==> config.mk <==
export PLATFORM = sky130hd
export DESIGN_NAME = universal_shift_reg_flat
export DESIGN_NICKNAME = d
export VERILOG_FILES = /design/src/rtl/universal_shift_reg_if.sv /design/src/rtl/universal_shift_reg.sv /design/src/flat_wrapper.sv
export SDC_FILE = /design/constraint.sdc
export NUM_CORES = 1
export LEC_CHECK = 0
export CAP_MARGIN = 20
export CORE_MARGIN = 2
export CORE_UTILIZATION = 51
export DETAILED_ROUTE_END_ITERATION = 8
export HOLD_SLACK_MARGIN = 0.12
export PLACE_DENSITY = 0.85
export SETUP_SLACK_MARGIN = 0.2
export SYNTH_ARGS = -nofsm -noshare
export SYNTH_HDL_FRONTEND = slang
export SYNTH_SLANG_ARGS = --single-unit
==> constraint.sdc <==
create_clock -name clk -period 3.1 [get_ports clk]
set_clock_uncertainty 0.2 [all_clocks]
set_input_delay 0.62 -clock clk [delete_from_list [all_inputs] [get_ports clk]]
set_output_delay 0.62 -clock clk [all_outputs]
set_load 0.02 [all_outputs]
==> src/rtl/universal_shift_reg_if.sv <==
// Control/data bundle for the universal shift register: mode, load/serial inputs,
// burst request, and the register/status outputs.
interface universal_shift_reg_if #(
  parameter int WIDTH = 8,
  parameter int CNT_W = 4
);
  logic [2:0]       mode;
  logic [WIDTH-1:0] load_data;
  logic             ser_in;
  logic             start;
  logic [CNT_W-1:0] count;
  logic [WIDTH-1:0] q;
  logic             ser_out;
  logic             busy;
  logic             done;

  modport master (
    output mode, load_data, ser_in, start, count,
    input  q, ser_out, busy, done
  );

  modport slave (
    input  mode, load_data, ser_in, start, count,
    output q, ser_out, busy, done
  );
endinterface

==> src/rtl/universal_shift_reg.sv <==
// Parametrised universal shift register with direct modes and a counted burst
// engine (IDLE/BURST) that repeats one latched shift/rotate N times.
module universal_shift_reg #(
  parameter int WIDTH = 8,
  parameter int CNT_W = 4
) (
  input  logic                  clk,
  input  logic                  reset,
  universal_shift_reg_if.slave  bus
);

  typedef enum logic {IDLE = 1'b0, BURST = 1'b1} state_t;

  localparam logic [2:0] M_HOLD  = 3'b000;
  localparam logic [2:0] M_SHR   = 3'b001;
  localparam logic [2:0] M_SHL   = 3'b010;
  localparam logic [2:0] M_LOAD  = 3'b011;
  localparam logic [2:0] M_ROR   = 3'b100;
  localparam logic [2:0] M_ROL   = 3'b101;
  localparam logic [2:0] M_ASR   = 3'b110;
  localparam logic [2:0] M_CLEAR = 3'b111;

  state_t           r_state, w_state_nxt;
  logic [WIDTH-1:0] r_q, w_q_nxt;
  logic             r_ser_out, w_ser_out_nxt;
  logic             r_busy, w_busy_nxt;
  logic             r_done, w_done_nxt;
  logic [CNT_W-1:0] r_cnt, w_cnt_nxt;
  logic [2:0]       r_mode, w_mode_nxt;
  logic [WIDTH:0]   w_op_res;
  logic [2:0]       w_op_sel;

  // Returns {ser_out, q} after one application of op; ser_out is kept for non-shifting ops.
  function automatic logic [WIDTH:0] apply_op(
    input logic [2:0]       op,
    input logic [WIDTH-1:0] d,
    input logic [WIDTH-1:0] ld,
    input logic             si,
    input logic             so
  );
    case (op)
      M_SHR:   return {d[0], si, d[WIDTH-1:1]};
      M_SHL:   return {d[WIDTH-1], d[WIDTH-2:0], si};
      M_LOAD:  return {so, ld};
      M_ROR:   return {d[0], d[0], d[WIDTH-1:1]};
      M_ROL:   return {d[WIDTH-1], d[WIDTH-2:0], d[WIDTH-1]};
      M_ASR:   return {d[0], d[WIDTH-1], d[WIDTH-1:1]};
      M_CLEAR: return {so, {WIDTH{1'b0}}};
      default: return {so, d};
    endcase
  endfunction

  function automatic logic is_shift(input logic [2:0] op);
    return (op == M_SHR) || (op == M_SHL) || (op == M_ROR) ||
           (op == M_ROL) || (op == M_ASR);
  endfunction

  assign w_op_sel = (r_state == BURST) ? r_mode : bus.mode;
  assign w_op_res = apply_op(w_op_sel, r_q, bus.load_data, bus.ser_in, r_ser_out);

  always_comb begin
    w_state_nxt   = r_state;
    w_q_nxt       = r_q;
    w_ser_out_nxt = r_ser_out;
    w_busy_nxt    = r_busy;
    w_done_nxt    = 1'b0;
    w_cnt_nxt     = r_cnt;
    w_mode_nxt    = r_mode;
    case (r_state)
      IDLE: begin
        if (bus.start && is_shift(bus.mode) && (bus.count != '0)) begin
          // Burst accepted: q is untouched on the accepting edge.
          w_mode_nxt  = bus.mode;
          w_cnt_nxt   = bus.count;
          w_busy_nxt  = 1'b1;
          w_state_nxt = BURST;
        end else begin
          {w_ser_out_nxt, w_q_nxt} = w_op_res;
          w_done_nxt = bus.start;
        end
      end
      BURST: begin
        {w_ser_out_nxt, w_q_nxt} = w_op_res;
        w_cnt_nxt = r_cnt - 1'b1;
        if (r_cnt == {{(CNT_W-1){1'b0}}, 1'b1}) begin
          w_busy_nxt  = 1'b0;
          w_done_nxt  = 1'b1;
          w_state_nxt = IDLE;
        end
      end
      default: w_state_nxt = IDLE;
    endcase
  end

  always_ff @(posedge clk or posedge reset) begin
    if (reset) begin
      r_state   <= IDLE;
      r_q       <= '0;
      r_ser_out <= 1'b0;
      r_busy    <= 1'b0;
      r_done    <= 1'b0;
      r_cnt     <= '0;
      r_mode    <= M_HOLD;
    end else begin
      r_state   <= w_state_nxt;
      r_q       <= w_q_nxt;
      r_ser_out <= w_ser_out_nxt;
      r_busy    <= w_busy_nxt;
      r_done    <= w_done_nxt;
      r_cnt     <= w_cnt_nxt;
      r_mode    <= w_mode_nxt;
    end
  end

  assign bus.q       = r_q;
  assign bus.ser_out = r_ser_out;
  assign bus.busy    = r_busy;
  assign bus.done    = r_done;

endmodule
==> src/flat_wrapper.sv <==
// flat-port wrapper written by rule: the top's interface ports become plain ports
module universal_shift_reg_flat 
#(
  parameter int WIDTH = 8,
  parameter int CNT_W = 4
)
  (clk, reset, bus_mode, bus_load_data, bus_ser_in, bus_start, bus_count, bus_q, bus_ser_out, bus_busy, bus_done);
  universal_shift_reg_if #(.WIDTH(WIDTH), .CNT_W(CNT_W)) bus_i ();
  input  logic clk;
  input  logic reset;
  input wire logic [$bits(bus_i.mode)-1:0] bus_mode;
  input wire logic [$bits(bus_i.load_data)-1:0] bus_load_data;
  input wire logic [$bits(bus_i.ser_in)-1:0] bus_ser_in;
  input wire logic [$bits(bus_i.start)-1:0] bus_start;
  input wire logic [$bits(bus_i.count)-1:0] bus_count;
  output wire logic [$bits(bus_i.q)-1:0] bus_q;
  output wire logic [$bits(bus_i.ser_out)-1:0] bus_ser_out;
  output wire logic [$bits(bus_i.busy)-1:0] bus_busy;
  output wire logic [$bits(bus_i.done)-1:0] bus_done;
  assign bus_i.mode = bus_mode;
  assign bus_i.load_data = bus_load_data;
  assign bus_i.ser_in = bus_ser_in;
  assign bus_i.start = bus_start;
  assign bus_i.count = bus_count;
  assign bus_q = bus_i.q;
  assign bus_ser_out = bus_i.ser_out;
  assign bus_busy = bus_i.busy;
  assign bus_done = bus_i.done;
  universal_shift_reg #(.WIDTH(WIDTH), .CNT_W(CNT_W)) u_core (.clk(clk), .reset(reset), .bus(bus_i));
endmodule
==> flow_metrics.env <==
export IMPL_fp_dieW_um=50.94
export IMPL_crit_type="in -> reg"
export IMPL_cts_tree="done"
export IMPL_crit_start="bus_count[2]"
export IMPL_htree_levels=1
export IMPL_synthToLayoutAreaGrowth_pct=28.51
export IMPL_worstHoldPathCells=1
export IMPL_pwr_share_seq_pct=32.3
export IMPL_postRouteAntennaNets=0
export IMPL_postCtsSetupBuffers=0
export IMPL_r2r_start="u_core.r_state"
export IMPL_setup_tns_ps=0
export IMPL_nFillCells=145
export IMPL_path_cells="clkdlybuf4s50_1 > or4_1 > nand4b_1 > buf_4 > and2_4 > a41o_1"
export IMPL_hold_buffers=0
export IMPL_period_share_pct=80.81
export IMPL_ys_ff_latch=19
export IMPL_leakage_nw=0.6301
export IMPL_p_comb_share_pct=59.8
export IMPL_drt_iter0_drc=35
export IMPL_worstPathRequired_ps=3140
export IMPL_synth_edf_count=0
export IMPL_holdPathEnd="u_core.r_mode[2]"
export IMPL_rr_worst_depth=4
export IMPL_placed_cell_area_um2=1416
export IMPL_max_freq_ghz=0.3992
export IMPL_cp_slowest_stage_delay_ps=590
export IMPL_synth_seq_area_share_pct=42.32
export IMPL_period_minus_slack_ps=2505
export IMPL_maxCapViolations=0
export IMPL_hold_viol_final=0
export IMPL_clkSinkCount=19
export IMPL_sw_frac_of_total_pct=43.96
export IMPL_cp_arrival_ps=2540
export IMPL_die_h_um=50.94
export IMPL_drc=0
export IMPL_cts_root_buf="clkbuf_4"
export IMPL_whs_ps=319.5
export IMPL_p_sw_mw=0.6967
export IMPL_tightest_slew_ps=730.6
export IMPL_antenna_found_initial=0
export IMPL_clock_path_buffers=2
export IMPL_syn_inst=112
export IMPL_dp_cells=165
export IMPL_setup_worst_path_end_class="register"
export IMPL_nets=164
export IMPL_wirelength_um=2616
export IMPL_synthDistinctLibCells=35
export IMPL_grt_pass1_vias=923
export IMPL_gp_congestion=0.8642
export IMPL_outcome="complete, no violations"
export IMPL_post_cts_resized=0
export IMPL_synth_ff_type="dfrtp_1"
export IMPL_final_area_um2=1444
export IMPL_hp_start="u_core.r_mode[2]"
export IMPL_start_util_pct=55.57
export IMPL_hp_class="reg -> reg"
export IMPL_port_buffers=29
export IMPL_via_per_inst=6.207
export IMPL_clockPowerShare_pct=7.9
export IMPL_grt_max_degree=20
export IMPL_yosysWarnings=0
export IMPL_dp_slack_ps=323.9
export IMPL_r2r_end="u_core.bus.q[7]"
export IMPL_synthArstFlopShare_pct=100.0
export IMPL_core_um2=2022
export IMPL_worstSetupStartpointType="input pin"
export IMPL_routedWlPerCell_um=15.48
export IMPL_first_pass_iters=5
export IMPL_clk_latency_ps=290
export IMPL_cts_buffers=3
export IMPL_peakVddDrop_uv=627.1
export IMPL_relSlewSlack_pct=51.24
export IMPL_grt_pass1_wl_um=4291
export IMPL_rsz0062_at_grt="false"
export IMPL_syn_nets=133
export IMPL_antenna_cells=0
export IMPL_grt_overflow_total=0
export IMPL_cp_slowest_cell="or4_1"
export IMPL_vias=1049
export IMPL_reg2reg_slack_ps=690
export IMPL_die_area_um2=2594
export IMPL_avgSynthCellArea_um2=10.03
export IMPL_layout_drive_gt1_share_pct=9.859
export IMPL_clkTransAtPathRegs_ps=110
export IMPL_p_per_area_nw_per_um2=1098
export IMPL_grt_use_total_pct=21.85
export IMPL_io_pins=30
export IMPL_slew_viol_final=0
export IMPL_post_dp_hpwl_um=1932
export IMPL_row_count=16
export IMPL_finalSetupViolCount=0
export IMPL_intPower_mw=0.8882
export IMPL_syn_area_um2=1124
export IMPL_crit_fanout=11
export IMPL_setup_ws_ps=595.0
export IMPL_stdcell_count=169
cell usage after synthesis, types with 5 or more instances:
cell type / instances / area, µm²
nor2_1: 8 / 30.03
a21oi_1: 7 / 35.03
a31oi_1: 12 / 75.07
o21ai_0: 8 / 40.04
mux2_2: 5 / 56.30
a22oi_1: 6 / 45.04
inv_1: 5 / 18.77
dfrtp_1: 19 / 475.5
sequential cells by signal, indices dropped and copies added (netlist names):
signal and flops:
u_core.r_mode 3, u_core.bus.busy 1, u_core.bus.q 8, u_core.bus.ser_out 1, u_core.r_cnt 4, u_core.bus.done 1
u_core.r_state 1
cells in the final DEF, fill, tap and decap left out, types with 2 or more instances in the layout:
cell type        Yosys  routed
a22oi_1              6       6
a31oi_1             12      12
mux2i_1              3       3
and3_1               3       3
buf_4                1       2
inv_1                5       5
mux2_2               5       5
clkdlybuf4s50_1      0      29
a21oi_1              7       7
nand3_1              2       2
nor3_1               2       2
o21ai_0              8       8
or3_1                3       3
nand2_1              3       3
dfrtp_1             19      19
a211o_1              3       3
nor2_1               8       8
ha_1                 2       2
clkbuf_4             0       3
how the worst max path moves through the flow:
stage | to | slack, ps
after floorplan | u_core.bus.q[7] | 890
after global placement | u_core.bus.q[7] | 410
after detailed placement | u_core.bus.q[7] | 320
after CTS | u_core.bus.q[7] | 620
after global routing | u_core.bus.q[2] | 560
final | u_core.bus.q[7] | 590
per-layer routing:
metal  GRT usage, %  vias up  share of wire [%]
li1               -      491                  -
met1          31.65      501                 45
met2          32.68       53                 48
met3          4.386        4                6.1
met4          6.757        0                1.0
met5              0        -                  0
cell families (layout without fill, tap and decap cells):
logic type	count (synthesis)	in the layout	share of synthesized area [%]
AOI/OAI and AO/OA	43	43	25.28
and+or+nand+nor	28	28	14.14
DFF	19	19	42.32
muxes	10	10	10.24
buffers and inverters	10	40	5.790
adders and majority gates	2	2	2.227
power groups by stage:
| stage | Combinational (mW) | Sequential (mW) | Clock (mW) |
|---|---|---|---|
| finish | 0.948 | 0.511 | 0.125 |
| global route | 1.03 | 0.531 | 0.142 |
| CTS | 0.941 | 0.510 | 0.128 |
| detailed placement | 0.937 | 0.515 | 0 |
| global placement | 0.919 | 0.506 | 0 |
| floorplan | 0.622 | 0.562 | 0 |
through the flow:
stage	utilization (%)	total power, mW
2_1_floorplan	-	1.183
3_3_place_gp	70.05	1.426
3_5_place_dp	70.05	1.451
4_1_cts	71.41	1.578
5_1_grt	71.41	1.705
6_report	71.41	1.585
cell type report:
type                       count  area (µm²)  area share [%]
multi-input combinational     83       583.1           40.38
sequential                    19       475.5           32.93
timing repair buffer          31       305.3           21.14
tap                           27       33.78           2.340
clock buffer                   3       22.52           1.560
inverter                       5       18.77           1.300
clock inverter                 1       5.005          0.3466
critical path: cells and delay by family:
family	cells	cell delay [ps]
buffers and inverters	2	660
AOI/OAI and AO/OA	1	170
and+or+nand+nor	3	1090
(Power assumes the default switching activity.)
